===== src/rtl/lampFPU_pkg.sv =====
// Shared FPU constants and helpers.
//   LAMP_FLOAT_F_DW : fraction width of the FPU float format (hidden bit excluded)
//   LAMP_MUL_BPC    : multiplier bits retired per cycle by the iterative fraction multiplier
//   FUNC_mulSteps   : number of iterations needed to retire a w-bit multiplier at bpc bits/cycle
package lampFPU_pkg;

  localparam int unsigned LAMP_FLOAT_F_DW = 7;
  localparam int unsigned LAMP_MUL_BPC    = 1;

  function automatic int unsigned FUNC_mulSteps(input int unsigned w, input int unsigned bpc);
    return (w + bpc - 1) / bpc;
  endfunction

endpackage


===== src/rtl/lamp_fpu_mul_step.sv =====
// Combinational partial-product step of the shift-and-add fraction multiplier.
// Adds (mcand << j) to the accumulator for every set bit j of the retired
// multiplier slice. Result is modulo 2^(2W).
//   acc      : current accumulator
//   mcand    : current (already shifted) multiplicand
//   mplr_lsb : the BPC multiplier bits retired this cycle
//   acc_nxt  : updated accumulator
module lamp_fpu_mul_step #(
  parameter int unsigned W   = 8,
  parameter int unsigned BPC = 1
) (
  input  logic [2*W-1:0] acc,
  input  logic [2*W-1:0] mcand,
  input  logic [BPC-1:0] mplr_lsb,
  output logic [2*W-1:0] acc_nxt
);

  always_comb begin
    acc_nxt = acc;
    for (int unsigned j = 0; j < BPC; j++) begin
      if (mplr_lsb[j]) begin
        acc_nxt = acc_nxt + (mcand << j);
      end
    end
  end

endmodule


===== src/rtl/lamp_fpu_fract_mul.sv =====
// Iterative unsigned shift-and-add multiplier for normalized significands.
// Retires BPC multiplier bits per cycle; a product takes N = ceil(W/BPC)
// cycles, a zero operand completes in one cycle without entering MUL.
//   clk, rst : clock, synchronous active-high reset
//   doMul_i  : start request, sampled only in IDLE
//   a_i, b_i : multiplicand / multiplier significands (1+F_DW bits)
//   res_o    : registered exact product, held until the next completion
//   valid_o  : one-cycle completion pulse
//   busy_o   : high while a multiply is in flight
module lamp_fpu_fract_mul
  import lampFPU_pkg::*;
#(
  parameter int unsigned F_DW = LAMP_FLOAT_F_DW,
  parameter int unsigned BPC  = LAMP_MUL_BPC
) (
  input  logic                  clk,
  input  logic                  rst,
  input  logic                  doMul_i,
  input  logic [F_DW:0]         a_i,
  input  logic [F_DW:0]         b_i,
  output logic [2*(1+F_DW)-1:0] res_o,
  output logic                  valid_o,
  output logic                  busy_o
);

  localparam int unsigned W     = 1 + F_DW;
  localparam int unsigned N     = FUNC_mulSteps(W, BPC);
  localparam int unsigned CNT_W = $clog2(N + 1);

  typedef enum logic {IDLE, MUL} ssFractMul_t;

  ssFractMul_t        ss;
  logic [2*W-1:0]     acc;
  logic [2*W-1:0]     mcand;
  logic [W-1:0]       mplr;
  logic [CNT_W-1:0]   cnt;
  logic [2*W-1:0]     acc_nxt;

  lamp_fpu_mul_step #(
    .W   (W),
    .BPC (BPC)
  ) u_step (
    .acc      (acc),
    .mcand    (mcand),
    .mplr_lsb (mplr[BPC-1:0]),
    .acc_nxt  (acc_nxt)
  );

  assign busy_o = (ss == MUL);

  always_ff @(posedge clk) begin
    if (rst) begin
      ss      <= IDLE;
      acc     <= '0;
      mcand   <= '0;
      mplr    <= '0;
      cnt     <= '0;
      res_o   <= '0;
      valid_o <= 1'b0;
    end else begin
      valid_o <= 1'b0;
      case (ss)
        IDLE: begin
          if (doMul_i) begin
            if ((a_i == '0) || (b_i == '0)) begin
              // zero early-out: product known without iterating
              res_o   <= '0;
              valid_o <= 1'b1;
            end else begin
              acc   <= '0;
              mcand <= {{W{1'b0}}, a_i};
              mplr  <= b_i;
              cnt   <= '0;
              ss    <= MUL;
            end
          end
        end
        MUL: begin
          acc   <= acc_nxt;
          mcand <= mcand << BPC;
          mplr  <= mplr >> BPC;
          cnt   <= cnt + CNT_W'(1);
          if (cnt == CNT_W'(N - 1)) begin
            // publish the updated accumulator directly, saving one cycle
            res_o   <= acc_nxt;
            valid_o <= 1'b1;
            ss      <= IDLE;
          end
        end
        default: ss <= IDLE;
      endcase
    end
  end

endmodule


===== config.mk =====
export PLATFORM = sky130hd
export DESIGN_NAME = lamp_fpu_fract_mul
export DESIGN_NICKNAME = d
export VERILOG_FILES = /design/src/rtl/lampFPU_pkg.sv /design/src/rtl/lamp_fpu_mul_step.sv /design/src/rtl/lamp_fpu_fract_mul.sv
export SDC_FILE = /design/constraint.sdc
export NUM_CORES = 1
export LEC_CHECK = 0
export ABC_CLOCK_PERIOD_IN_PS = 7500
export CELL_PAD_IN_SITES_DETAIL_PLACEMENT = 2
export CELL_PAD_IN_SITES_GLOBAL_PLACEMENT = 2
export CORE_UTILIZATION = 35
export DETAILED_ROUTE_END_ITERATION = 7
export GPL_ROUTABILITY_DRIVEN = 0
export PLACE_DENSITY_LB_ADDON = 0.08
export SYNTH_ARGS = -nofsm -noshare
export SYNTH_HDL_FRONTEND = slang
export SYNTH_HIERARCHICAL = 1
export SYNTH_SLANG_ARGS = --single-unit

===== constraint.sdc =====
create_clock -name clk -period 7.5 [get_ports clk]
set_clock_uncertainty 0.05 [all_clocks]
set_input_delay 0.75 -clock clk [delete_from_list [all_inputs] [get_ports clk]]
set_output_delay 0.75 -clock clk [all_outputs]
set_load 0.01 [all_outputs]

==> results of run 1 <==
## metal layers
layer,vias to the layer above,wire length [um]
met2,54,4759
met5,-,0
li1,1413,-
met1,1509,4875
met3,14,364
met4,0,134
## Yosys cell counts (all sizes together), types with 2 or more instances
master and count:
nor2 51, nor3 3, clkbuf 8, a22oi 43
o21ai 4, mux2 12, xor2 4, nand3b 2
a211oi 2, o211ai 2, a221o 2, dfxtp 62
a21o 5, ha 16, inv 4, buf 18
and3 6, nand3 18, nor4 6, a221oi 2
a222oi 14, a21oi 29, nand2 14, xnor2 10
a31oi 5
## final cells by class
class,instances,area [um^2]
Timing Repair Buffer,40,385.4
Sequential cell,62,1241
Clock buffer,10,137.6
Tap cell,111,138.9
Inverter,4,15.01
Clock inverter,6,85.08
Fill cell,1000,5253
Multi-Input combinational cell,266,1897
## sequential cells by signal, summed over array words and instances (netlist names)
signal,count
cnt,4
valid_o,1
acc,16
res_o,16
mcand,16
mplr,8
busy_o,1
## power by group through the flow
stage / registers [uW] / logic [uW] / clock network (uW)
floorplan: 348 / 50.0 / 0
global placement: 351 / 71.6 / 0
detailed placement: 351 / 73.3 / 0
CTS: 344 / 73.9 / 350
global route: 345 / 79.8 / 367
finish: 344 / 72.9 / 338
## final timing paths
path | slack (ns) | startpoint | end
max reg2reg | 4.66 | mcand[0] | res_o[14]
min | 0.43 | res_o[13] | res_o[13]
max | 4.55 | a_i[7] | mcand[7]
min reg2reg | 0.43 | res_o[13] | res_o[13]
## tightest hold or removal path, cell delays in order, from the launching register on
cell and delay (ns):
dfxtp_1 0.32, nand3_1 0.06, a21oi_1 0.05
## metrics by stage
step                      utilization (%)  std cells  power, uW
after CTS                           42.61        499      767.3
after global placement              40.18        483      422.7
after floorplan                         -        358      398.5
after detailed placement            40.18        483      424.5
after global routing                42.61        499      791.6
final                               42.61        499      754.6
## cells by family (layout without fill, tap and decap cells)
group / count (synthesis) / in the layout
AO/OA/AOI/OAI: 116 / 116
XOR/XNOR: 14 / 14
adder cells (fa/ha/maj): 17 / 17
buffers and inverters: 30 / 60
flip-flops: 62 / 62
multiplexers: 13 / 13
AND/OR/NAND/NOR: 106 / 106
==> impl_metrics.sql, run 1 <==
INSERT INTO impl_metrics (metric_group, metric, value, unit) VALUES
('clock_tree', 'clk_root_buffer_cell', 'clkbuf_8', ''),
('route', 'antenna_violating_nets_post_route', '0', ''),
('critical_path', 'timing.critical_path.max_delay_family', 'compound AO/OA/AOI/OAI gates', ''),
('synth', 'synth_compound_area_share', '27.02', '%'),
('cells_and_area', 'final_nets', '419', ''),
('synth', 'synth-edff-count', '0', ''),
('synth', 'syn_area', '3288', 'um^2'),
('power_and_ir_drop', 'netSwitchingFraction', '25.94', '%'),
('synth', 'synth_largest_area_cell', 'dfxtp_1', ''),
('synth', 'synth_async_sr_flop_share', '0', '%'),
('critical_path', 'r2r_cells', '10', ''),
('synth', 'synth.distinct_cells', '56', ''),
('critical_path', 'timing.critical_path.depth', '6', ''),
('clock_tree', 'tritoncts.num_buffers', '9', ''),
('floorplanning', 'std_cell_rows', '35', ''),
('cells_and_area', 'layout.cells.most_common', 'dfxtp_1', ''),
('power_and_ir_drop', 'power_frac_clock', '44.8', '%'),
('placement', 'hpwlAfterDp', '6.933', 'mm'),
('global_routing', 'first_global_vias', '3053', ''),
('global_routing', 'pin_count_of_the_biggest_net_entering_global_routing', '64', ''),
('timing', 'final-setup-viol-count', '0', ''),
('power_and_ir_drop', 'power.switching', '195.7', 'uW'),
('route', 'detail_route.wl_per_cell', '20.31', 'um'),
('synth', 'number_of_synthesized_register_bits', '62', ''),
('floorplanning', 'number_of_ports_placed_on_the_die_boundary', '37', ''),
('clock_tree', 'tritoncts_num_sinks', '62', ''),
('critical_path', 'worst_setup_path_end_kind', 'flop', ''),
('placement', 'placed_cell_area', '3677', 'um^2'),
('synth', 'synthAdderAreaFrac', '6.697', '%'),
('timing', 'maxSlewViolCount', '0', ''),
('power_and_ir_drop', 'power_per_cell_area', '193.5', 'nW/um^2'),
('timing', 'max_slew.worst_pin.slew', '1.170', 'ns'),
('critical_path', 'startpoint_type', 'primary input', ''),
('synth', 'largest_family_of_logic_cells_by_synthesized_area', 'compound AO/OA/AOI/OAI gates', ''),
('timing', 'timing.final.ws_setup', '4.550', 'ns'),
('floorplanning', 'start_util', '35.93', '%'),
('synth', 'proportion_of_netlist_area_held_by_the_largest_area_contributor', '37.75', '%'),
('cells_and_area', 'final_cell_area', '3900', 'um^2'),
('route', 'postRouteWirelength', '10.13', 'mm'),
('global_routing', 'busiest_layer', 'met2', ''),
('synth', 'synth-seq-area-share', '37.75', '%'),
('critical_path', 'critPathKind', 'primary input to flop', ''),
('outcome', 'run_status', 'finished, final reports clean', ''),
('cells_and_area', 'area.growth.synth_to_final', '18.61', '%'),
('critical_path', 'critical_path_arrival', '3.19', 'ns'),
('min_path', 'hold_crit_class', 'flop to flop', ''),
('min_path', 'hold-path-cell-count', '2', ''),
('cells_and_area', 'layout-drive-gt1-share', '12.89', '%'),
('synth', 'synth-simple-area-share', '15.45', '%'),
('critical_path', 'crit_path_top_delay_cell', 'a31oi_4', ''),
('timing', 'layout_worst_path_cycle_share', '39.34', '%'),
('route', 'vias_per_cell', '5.992', ''),
('synth', 'synth-xor-area-share', '3.729', '%'),
('clock_tree', 'cts_max_level', '3', ''),
('synth', 'synthesis.nets', '394', ''),
('placement', 'post-place-ws', '4.193', 'ns'),
('route', 'dr.first_iter.drc_count', '160', ''),
('route', 'post-route-drc-count', '0', ''),
('job', 'maxCapViolCount', '0', ''),
('synth', 'post_synthesis_mux_area_share', '4.528', '%'),
('global_routing', 'global_route.usage.met3', '5.248', '%'),
('critical_path', 'cp.required', '7.74', 'ns'),
('global_routing', 'grt_first_pass_wirelength', '16.66', 'mm'),
('clock_tree', 'path_clk_slew', '0.08', 'ns'),
('critical_path', 'critical_path_peak_fanout', '42', ''),
('power_and_ir_drop', 'leakage', '0.001444', 'uW'),
('power_and_ir_drop', 'internal_power', '558.8', 'uW'),
('critical_path', 'worst-path-buf-inv', '1', ''),
('clock_tree', 'cts_tree', 'done', ''),
('floorplanning', 'floorplan.die.height', '98.93', 'um'),
('floorplanning', 'die_width', '98.93', 'um');
Power figures use the tool's default switching activity.
==> inputs of run 2 (changes only) <==
--- a/config.mk
+++ b/config.mk
@@ -5,10 +5,10 @@
 export SDC_FILE = /design/constraint.sdc
 export NUM_CORES = 1
 export LEC_CHECK = 0
-export ABC_CLOCK_PERIOD_IN_PS = 7500
+export ABC_CLOCK_PERIOD_IN_PS = 2500
 export CELL_PAD_IN_SITES_DETAIL_PLACEMENT = 2
 export CELL_PAD_IN_SITES_GLOBAL_PLACEMENT = 2
-export CORE_UTILIZATION = 35
+export CORE_UTILIZATION = 31
 export DETAILED_ROUTE_END_ITERATION = 7
 export GPL_ROUTABILITY_DRIVEN = 0
 export PLACE_DENSITY_LB_ADDON = 0.08
==> constraint.sdc (replaced) <==
create_clock -name clk -period 2.5 [get_ports clk]
set_clock_uncertainty 0.05 [all_clocks]
set_input_delay 0.25 -clock clk [delete_from_list [all_inputs] [get_ports clk]]
set_output_delay 0.25 -clock clk [all_outputs]
set_load 0.01 [all_outputs]
==> impl_metrics.sql, run 2 (synthesized netlist as in run 1, its figures left out) <==
INSERT INTO impl_metrics (metric_group, metric, value, unit) VALUES
('outcome', 'run_status', 'finished with violations', ''),
('outcome', 'violations', 'negative setup slack', ''),
('power_and_ir_drop', 'max-vdd-ir-drop', '0.0002089', 'V'),
('route', 'postRouteWirelength', '11.44', 'mm'),
('clock_tree', 'cts_max_level', '3', ''),
('route', 'dr.max_layer_used', 'met4', ''),
('route', 'detail_route.wl_per_cell', '20.40', 'um'),
('route', 'post-route-drc-count', '0', ''),
('global_routing', 'grt-ovfl-total', '0', ''),
('placement', 'hpwlAfterDp', '7.996', 'mm'),
('cells_and_area', 'final_nets', '456', ''),
('timing', 'timing.final.crit_period', '2.563', 'ns'),
('cells_and_area', 'highest_count_cells_in_the_layout_ignoring_fill_and_taps', 'dfxtp_1 (56), nor2_1 (51), buf_4 (38)', ''),
('floorplanning', 'number_of_ports_placed_on_the_die_boundary', '37', ''),
('floorplanning', 'floorplan.die.height', '105.0', 'um'),
('critical_path', 'critPathKind', 'flop to flop', ''),
('timing', 'layout_worst_path_cycle_share', '102.5', '%'),
('global_routing', 'global_route_total_usage_across_every_layer', '21.95', '%'),
('clock_tree', 'tritoncts.num_buffers', '9', ''),
('cells_and_area', 'antenna_cells_inserted', '0', ''),
('critical_path', 'startpoint_type', 'flop', ''),
('power_and_ir_drop', 'power_frac_clock', '43.2', '%'),
('critical_path', 'timing.critical_path.max_delay_family', 'compound AO/OA/AOI/OAI gates', ''),
('global_routing', 'pin_count_of_the_biggest_net_entering_global_routing', '43', ''),
('timing', 'max_slew.worst_pin.slew', '0.7411', 'ns'),
('route', 'dr.first_iter.drc_count', '132', ''),
('critical_path', 'worst_setup_path_end_kind', 'flop', ''),
('cells_and_area', 'final.fill_count', '1101', ''),
('power_and_ir_drop', 'netSwitchingFraction', '26.64', '%'),
('min_path', 'hold-path-cell-count', '2', ''),
('clock_tree', 'clk_root_buffer_cell', 'clkbuf_8', ''),
('clock_tree', 'insertion_delay', '0.35', 'ns'),
('route', 'antenna_violating_nets_post_route', '0', ''),
('timing', 'timing_hold_violations_final', '0', ''),
('route', 'route.layer.met1.wl', '5.563', 'mm'),
('route', 'met3_layer_wire_length_in_the_routed_design', '381', 'um'),
('critical_path', 'critical_path_arrival', '2.75', 'ns'),
('global_routing', 'grt_antenna_before_repair', '0', ''),
('timing', 'slew_headroom', '50.59', '%'),
('cells_and_area', 'layout-drive-gt1-share', '28.00', '%'),
('critical_path', 'worst-path-buf-inv', '1', ''),
('critical_path', 'worst_path_largest_cell_delay', '0.36', 'ns'),
('power_and_ir_drop', 'seq_power_share', '45.3', '%'),
('timing', 'rsz_0062_raised_after_global_routing', 'true', ''),
('power_and_ir_drop', 'combinationalPowerShare', '11.5', '%'),
('timing', 'final-setup-viol-count', '5', ''),
('clock_tree', 'number_of_buffers_inserted_by_hold_repair_at_cts', '0', ''),
('power_and_ir_drop', 'power_per_cell_area', '517.3', 'nW/um^2'),
('cells_and_area', 'area.growth.synth_to_final', '34.25', '%'),
('floorplanning', 'start_util', '31.85', '%'),
('clock_tree', 'tritoncts_num_sinks', '62', ''),
('power_and_ir_drop', 'internal_power', '1675', 'uW'),
('timing', 'clock.fmax', '390.2', 'MHz'),
('critical_path', 'cp.required', '2.69', 'ns'),
('global_routing', 'first_global_vias', '3444', ''),
('floorplanning', 'fp.coreArea', '10320', 'um^2'),
('route', 'via_count', '3132', ''),
('floorplanning', 'dieArea', '11020', 'um^2'),
('critical_path', 'crit_path_top_delay_cell', 'dfxtp_4', ''),
('critical_path', 'r2r_cells', '11', ''),
('clock_tree', 'cts_tree', 'done', ''),
('job', 'maxCapViolCount', '0', ''),
('min_path', 'hold_crit_class', 'primary input to flop', ''),
('route', 'vias_per_cell', '5.583', ''),
('power_and_ir_drop', 'power.switching', '608.4', 'uW'),
('critical_path', 'critical_path_peak_fanout', '4', ''),
('timing', 'maxSlewViolCount', '0', ''),
('cells_and_area', 'layout.cells.most_common', 'dfxtp_1', ''),
('global_routing', 'grt_first_pass_wirelength', '18.63', 'mm'),
('power_and_ir_drop', 'fin_total_pwr', '2284', 'uW'),
('cells_and_area', 'finalNonFillerCells', '561', ''),
('placement', 'place.port_buffers', '36', ''),
('floorplanning', 'die_width', '105.0', 'um'),
('route', 'detail_route.first_pass.iterations', '5', ''),
('critical_path', 'timing.critical_path.cells', 'ha_4 -> fa_2 -> a21o_4 -> a221oi_4 -> buf_6 -> o211ai_2 -> a31oi_2 -> xnor2_1 -> mux2_4 -> a22oi_2 -> a21oi_1', ''),
('timing', 'final.hold.worst_slack', '0.3317', 'ns'),
('clock_tree', 'path_clk_slew', '0.08', 'ns'),
('clock_tree', 'max_clock_buf_depth', '2', ''),
('timing', 'timing.final.ws_setup', '-0.06254', 'ns'),
('route', 'detailroute.wirelength.met2', '5.286', 'mm'),
('cells_and_area', 'biggestRegsByFlops', 'acc (16), mcand (16), res_o (16)', ''),
('critical_path', 'timing.critical_path.depth', '11', ''),
('power_and_ir_drop', 'leakage', '0.001650', 'uW'),
('floorplanning', 'std_cell_rows', '37', ''),
('placement', 'post-place-ws', '-0.1728', 'ns'),
('placement', 'dpl.cell_count', '541', '');
-- run 2: changes by cell type in the layout (fill, tap and decap cells not counted), sizes merged --
cell,previous run,this run
clkinvlp,2,0
buf,5,42
clkbuf,10,9
clkinv,2,5
-- run 2: worst paths after layout --
kind,startpoint,to,slack [ns]
worst min-delay path,rst,mplr[7],0.33
worst max-delay path,acc[0],res_o[12],-0.06
worst max register to register,acc[0],res_o[12],-0.06
worst min register to register,res_o[7],res_o[7],0.44
-- run 2: worst register-to-register path, stage by stage (launching register included) --
cell      delay, ns
dfxtp_4        0.36
ha_4           0.16
fa_2           0.36
a21o_4         0.22
a221oi_4       0.22
buf_6          0.16
o211ai_2       0.08
a31oi_2        0.18
xnor2_1        0.12
mux2_4         0.29
a22oi_2        0.17
a21oi_1        0.09
-- run 2: power by group through the flow --
stage / combinational (uW) / sequential, uW / clock, uW
finish: 262 / 1030 / 987
global route: 285 / 1040 / 1060
CTS: 257 / 1030 / 1020
detailed placement: 253 / 1060 / 0
global placement: 246 / 1060 / 0
floorplan: 150 / 1050 / 0
-- run 2: layout make-up --
class	instances	area (um^2)	share of cell area (%)
multi-input combinational	266	2073	46.97
clock inverter	7	88.84	2.012
tap	136	170.2	3.855
sequential	62	1251	28.34
timing repair buffer	77	691.9	15.67
clock buffer	9	123.9	2.806
inverter	4	15.01	0.3401
-- run 2: per-layer routing --
metal,up-vias,GRT usage [%]
met5,-,0
met4,0,9.054
met3,15,3.556
met2,53,34.63
met1,1573,29.67
li1,1491,-
-- run 2: what timing repair did --
item	in CTS	in global routing
pin swaps	9	14
buffers inserted	3	1
endpoints found under the setup margin	11	16
gates resized for setup	19	22
-- run 2: stage by stage --
step	utilization (%)	TNS (ns)	instance area, um^2
2_1_floorplan	-	0	3291
3_3_place_gp	38.59	-0.4478	3984
3_5_place_dp	38.59	-1.252	3984
4_1_cts	41.74	-0.01836	4309
5_1_grt	42.76	-1.610	4414
6_report	42.76	-0.1526	4414
==> inputs of run 3 (changes only) <==
--- a/config.mk
+++ b/config.mk
@@ -8,7 +8,9 @@
 export ABC_CLOCK_PERIOD_IN_PS = 2500
 export CELL_PAD_IN_SITES_DETAIL_PLACEMENT = 2
 export CELL_PAD_IN_SITES_GLOBAL_PLACEMENT = 2
+export CORE_ASPECT_RATIO = 1.1
 export CORE_UTILIZATION = 31
+export CTS_CLUSTER_DIAMETER = 200
 export DETAILED_ROUTE_END_ITERATION = 7
 export GPL_ROUTABILITY_DRIVEN = 0
 export PLACE_DENSITY_LB_ADDON = 0.08
==> impl_metrics.sql, run 3 (synthesized netlist as in run 1, its figures left out) <==
INSERT INTO impl_metrics (metric_group, metric, value, unit) VALUES
('placement', 'place.port_buffers', '36', ''),
('min_path', 'hold_end', 'acc[6]', ''),
('cells_and_area', 'finalNonFillerCells', '567', ''),
('timing', 'timing.final.ws_setup', '-0.07312', 'ns'),
('global_routing', 'grt-ovfl-total', '0', ''),
('route', 'route.layer.met1.wl', '4.418', 'mm'),
('critical_path', 'r2r_cells', '11', ''),
('job', 'maxCapViolCount', '0', ''),
('route', 'via_count', '3099', ''),
('critical_path', 'critPathKind', 'flop to flop', ''),
('global_routing', 'pin_count_of_the_biggest_net_entering_global_routing', '33', ''),
('min_path', 'holdCritStartpoint', 'rst', ''),
('timing', 'timing_hold_violations_final', '0', ''),
('clock_tree', 'cts_tree', 'done', ''),
('route', 'detail_route.wl_per_cell', '18.59', 'um'),
('timing', 'timing.final.crit_period', '2.573', 'ns'),
('power_and_ir_drop', 'seq_power_share', '39.4', '%'),
('floorplanning', 'number_of_ports_placed_on_the_die_boundary', '37', ''),
('timing', 'final-setup-viol-count', '7', ''),
('critical_path', 'crit_path_top_delay_cell', 'fa_2', ''),
('placement', 'post-place-ws', '-0.1503', 'ns'),
('power_and_ir_drop', 'power_per_cell_area', '579.4', 'nW/um^2'),
('clock_tree', 'insertion_delay', '0.33', 'ns'),
('critical_path', 'worst-r2r-setup-slack', '-0.07', 'ns'),
('floorplanning', 'floorplan.die.height', '110.0', 'um'),
('placement', 'hpwlAfterDp', '7.497', 'mm'),
('route', 'postRouteWirelength', '10.54', 'mm'),
('critical_path', 'worst-path-buf-inv', '1', ''),
('critical_path', 'cp.required', '2.66', 'ns'),
('route', 'dr.first_iter.drc_count', '179', ''),
('timing', 'layout_worst_path_cycle_share', '102.9', '%'),
('clock_tree', 'max_clock_buf_depth', '2', ''),
('timing', 'rsz_0062_raised_after_global_routing', 'true', ''),
('global_routing', 'grt_antenna_before_repair', '0', ''),
('cells_and_area', 'layout-drive-gt1-share', '28.07', '%'),
('timing', 'slew_headroom', '51.26', '%'),
('floorplanning', 'fp.coreArea', '10340', 'um^2'),
('cells_and_area', 'biggestRegsByFlops', 'acc (16), mcand (16), res_o (16)', ''),
('floorplanning', 'dieArea', '11020', 'um^2'),
('critical_path', 'worst_path_largest_cell_delay', '0.38', 'ns'),
('floorplanning', 'die_width', '100.2', 'um'),
('cells_and_area', 'antenna_cells_inserted', '0', ''),
('clock_tree', 'number_of_buffers_inserted_by_hold_repair_at_cts', '0', ''),
('min_path', 'hold_crit_class', 'primary input to flop', ''),
('timing', 'max_slew.worst_pin.slew', '0.7311', 'ns'),
('global_routing', 'global_route_total_usage_across_every_layer', '19.85', '%'),
('timing', 'tns', '-0.2562', 'ns'),
('clock_tree', 'tritoncts_num_sinks', '62', ''),
('route', 'met3_layer_wire_length_in_the_routed_design', '146', 'um'),
('cells_and_area', 'layout.cells.most_common', 'dfxtp_1', ''),
('cells_and_area', 'area.growth.synth_to_final', '37.71', '%'),
('floorplanning', 'start_util', '31.79', '%'),
('clock_tree', 'cts_max_level', '3', ''),
('clock_tree', 'path_clk_slew', '0.05', 'ns'),
('critical_path', 'critical_path_arrival', '2.73', 'ns'),
('clock_tree', 'clk_root_buffer_cell', 'clkbuf_16', ''),
('route', 'dr.max_layer_used', 'met4', ''),
('global_routing', 'first_global_vias', '3296', ''),
('power_and_ir_drop', 'internal_power', '2001', 'uW'),
('route', 'detailroute.wirelength.met2', '5.817', 'mm'),
('cells_and_area', 'finalCoreUtilization', '43.77', '%'),
('critical_path', 'timing.critical_path.max_delay_family', 'compound AO/OA/AOI/OAI gates', ''),
('cells_and_area', 'final.fill_count', '1149', ''),
('timing', 'maxSlewViolCount', '0', ''),
('power_and_ir_drop', 'max-vdd-ir-drop', '0.0002615', 'V'),
('power_and_ir_drop', 'power.switching', '622.7', 'uW'),
('route', 'detail_route.first_pass.iterations', '4', ''),
('floorplanning', 'std_cell_rows', '39', ''),
('critical_path', 'critical_path_peak_fanout', '3', ''),
('timing', 'clock.fmax', '388.6', 'MHz'),
('critical_path', 'startpoint_type', 'flop', ''),
('critical_path', 'worst_setup_path_end_kind', 'flop', ''),
('route', 'antenna_violating_nets_post_route', '0', ''),
('critical_path', 'timing.critical_path.depth', '11', ''),
('power_and_ir_drop', 'leakage', '0.001662', 'uW'),
('critical_path', 'crit-reg2reg-launch', 'mcand[0]', ''),
('power_and_ir_drop', 'power_frac_clock', '50.9', '%'),
('global_routing', 'grt_first_pass_wirelength', '16.76', 'mm'),
('route', 'post-route-drc-count', '0', ''),
('outcome', 'violations', 'negative setup slack', ''),
('critical_path', 'timing.critical_path.cells', 'ha_4 -> fa_2 -> a21o_4 -> a221oi_4 -> buf_6 -> o211ai_2 -> a31oi_2 -> xnor2_1 -> mux2_4 -> a22oi_2 -> a21oi_1', ''),
('power_and_ir_drop', 'netSwitchingFraction', '23.73', '%'),
('critical_path', 'regToRegEndpoint', 'res_o[12]', ''),
('placement', 'dpl.cell_count', '546', ''),
('route', 'vias_per_cell', '5.466', ''),
('cells_and_area', 'final_nets', '455', ''),
('min_path', 'hold-path-cell-count', '2', ''),
('cells_and_area', 'highest_count_cells_in_the_layout_ignoring_fill_and_taps', 'dfxtp_1 (54), nor2_1 (51), buf_4 (39)', ''),
('outcome', 'run_status', 'finished with violations', ''),
('clock_tree', 'tritoncts.num_buffers', '9', ''),
('power_and_ir_drop', 'combinationalPowerShare', '9.7', '%');
## run 3: power by group through the flow
stage / logic (uW) / registers, uW / clock network (uW)
after floorplan: 150 / 1050 / 0
after global placement: 241 / 1050 / 0
after detailed placement: 244 / 1050 / 0
after CTS: 250 / 1030 / 1370
after global routing: 280 / 1040 / 1410
final: 256 / 1030 / 1330
## run 3: metal layers
| layer | global-route usage (%) | up-vias |
|---|---|---|
| li1 | - | 1486 |
| met2 | 37.92 | 24 |
| met1 | 22.17 | 1579 |
| met5 | 0 | - |
| met3 | 2.585 | 10 |
| met4 | 8.075 | 0 |
## run 3: how the worst max path moves through the flow
| stage | endpoint | slack (ns) | from |
|---|---|---|---|
| 6_report | res_o[12] | -0.07 | mcand[0] |
| 2_1_floorplan | res_o[14] | 0.01 | acc[0] |
| 5_1_grt | res_o[10] | -0.20 | mcand[0] |
| 3_5_place_dp | res_o[14] | -0.15 | acc[0] |
| 3_3_place_gp | res_o[14] | -0.08 | acc[0] |
| 4_1_cts | res_o[10] | -0.06 | mcand[0] |
## run 3: through the flow
stage / total power, uW / hold WS [ns] / cell area (um^2)
final: 2624 / 0.2164 / 4528
after global routing: 2723 / 0.2443 / 4528
after CTS: 2654 / 0.2207 / 4368
after detailed placement: 1297 / 0.4292 / 3953
after global placement: 1293 / 0.4161 / 3953
after floorplan: 1196 / 0.3483 / 3291
## run 3: final cells by class
| type | count | area, um^2 | share of cell area, % |
|---|---|---|---|
| flip-flops and latches | 62 | 1254 | 27.69 |
| multi-input cells | 266 | 2100 | 46.37 |
| well taps | 143 | 178.9 | 3.951 |
| repair buffers | 76 | 659.4 | 14.56 |
| clock inverters | 2 | 37.54 | 0.8290 |
| inverters | 4 | 15.01 | 0.3316 |
| clock buffers | 14 | 284.0 | 6.272 |
## run 3: timing repair
action / 4_1_cts / 5_1_grt
setup endpoints to repair: 10 / 17
buffers inserted: 2 / 3
resized for setup: 19 / 22
pin swaps: 19 / 11
## run 3: worst reg2reg max path, stage by stage, from the launching register on
cell and delay (ns):
dfxtp_2 0.33, ha_4 0.16, fa_2 0.38, a21o_4 0.23, a221oi_4 0.32, buf_6 0.16, o211ai_2 0.09, a31oi_2 0.16
xnor2_1 0.08, mux2_4 0.27, a22oi_2 0.15, a21oi_1 0.08
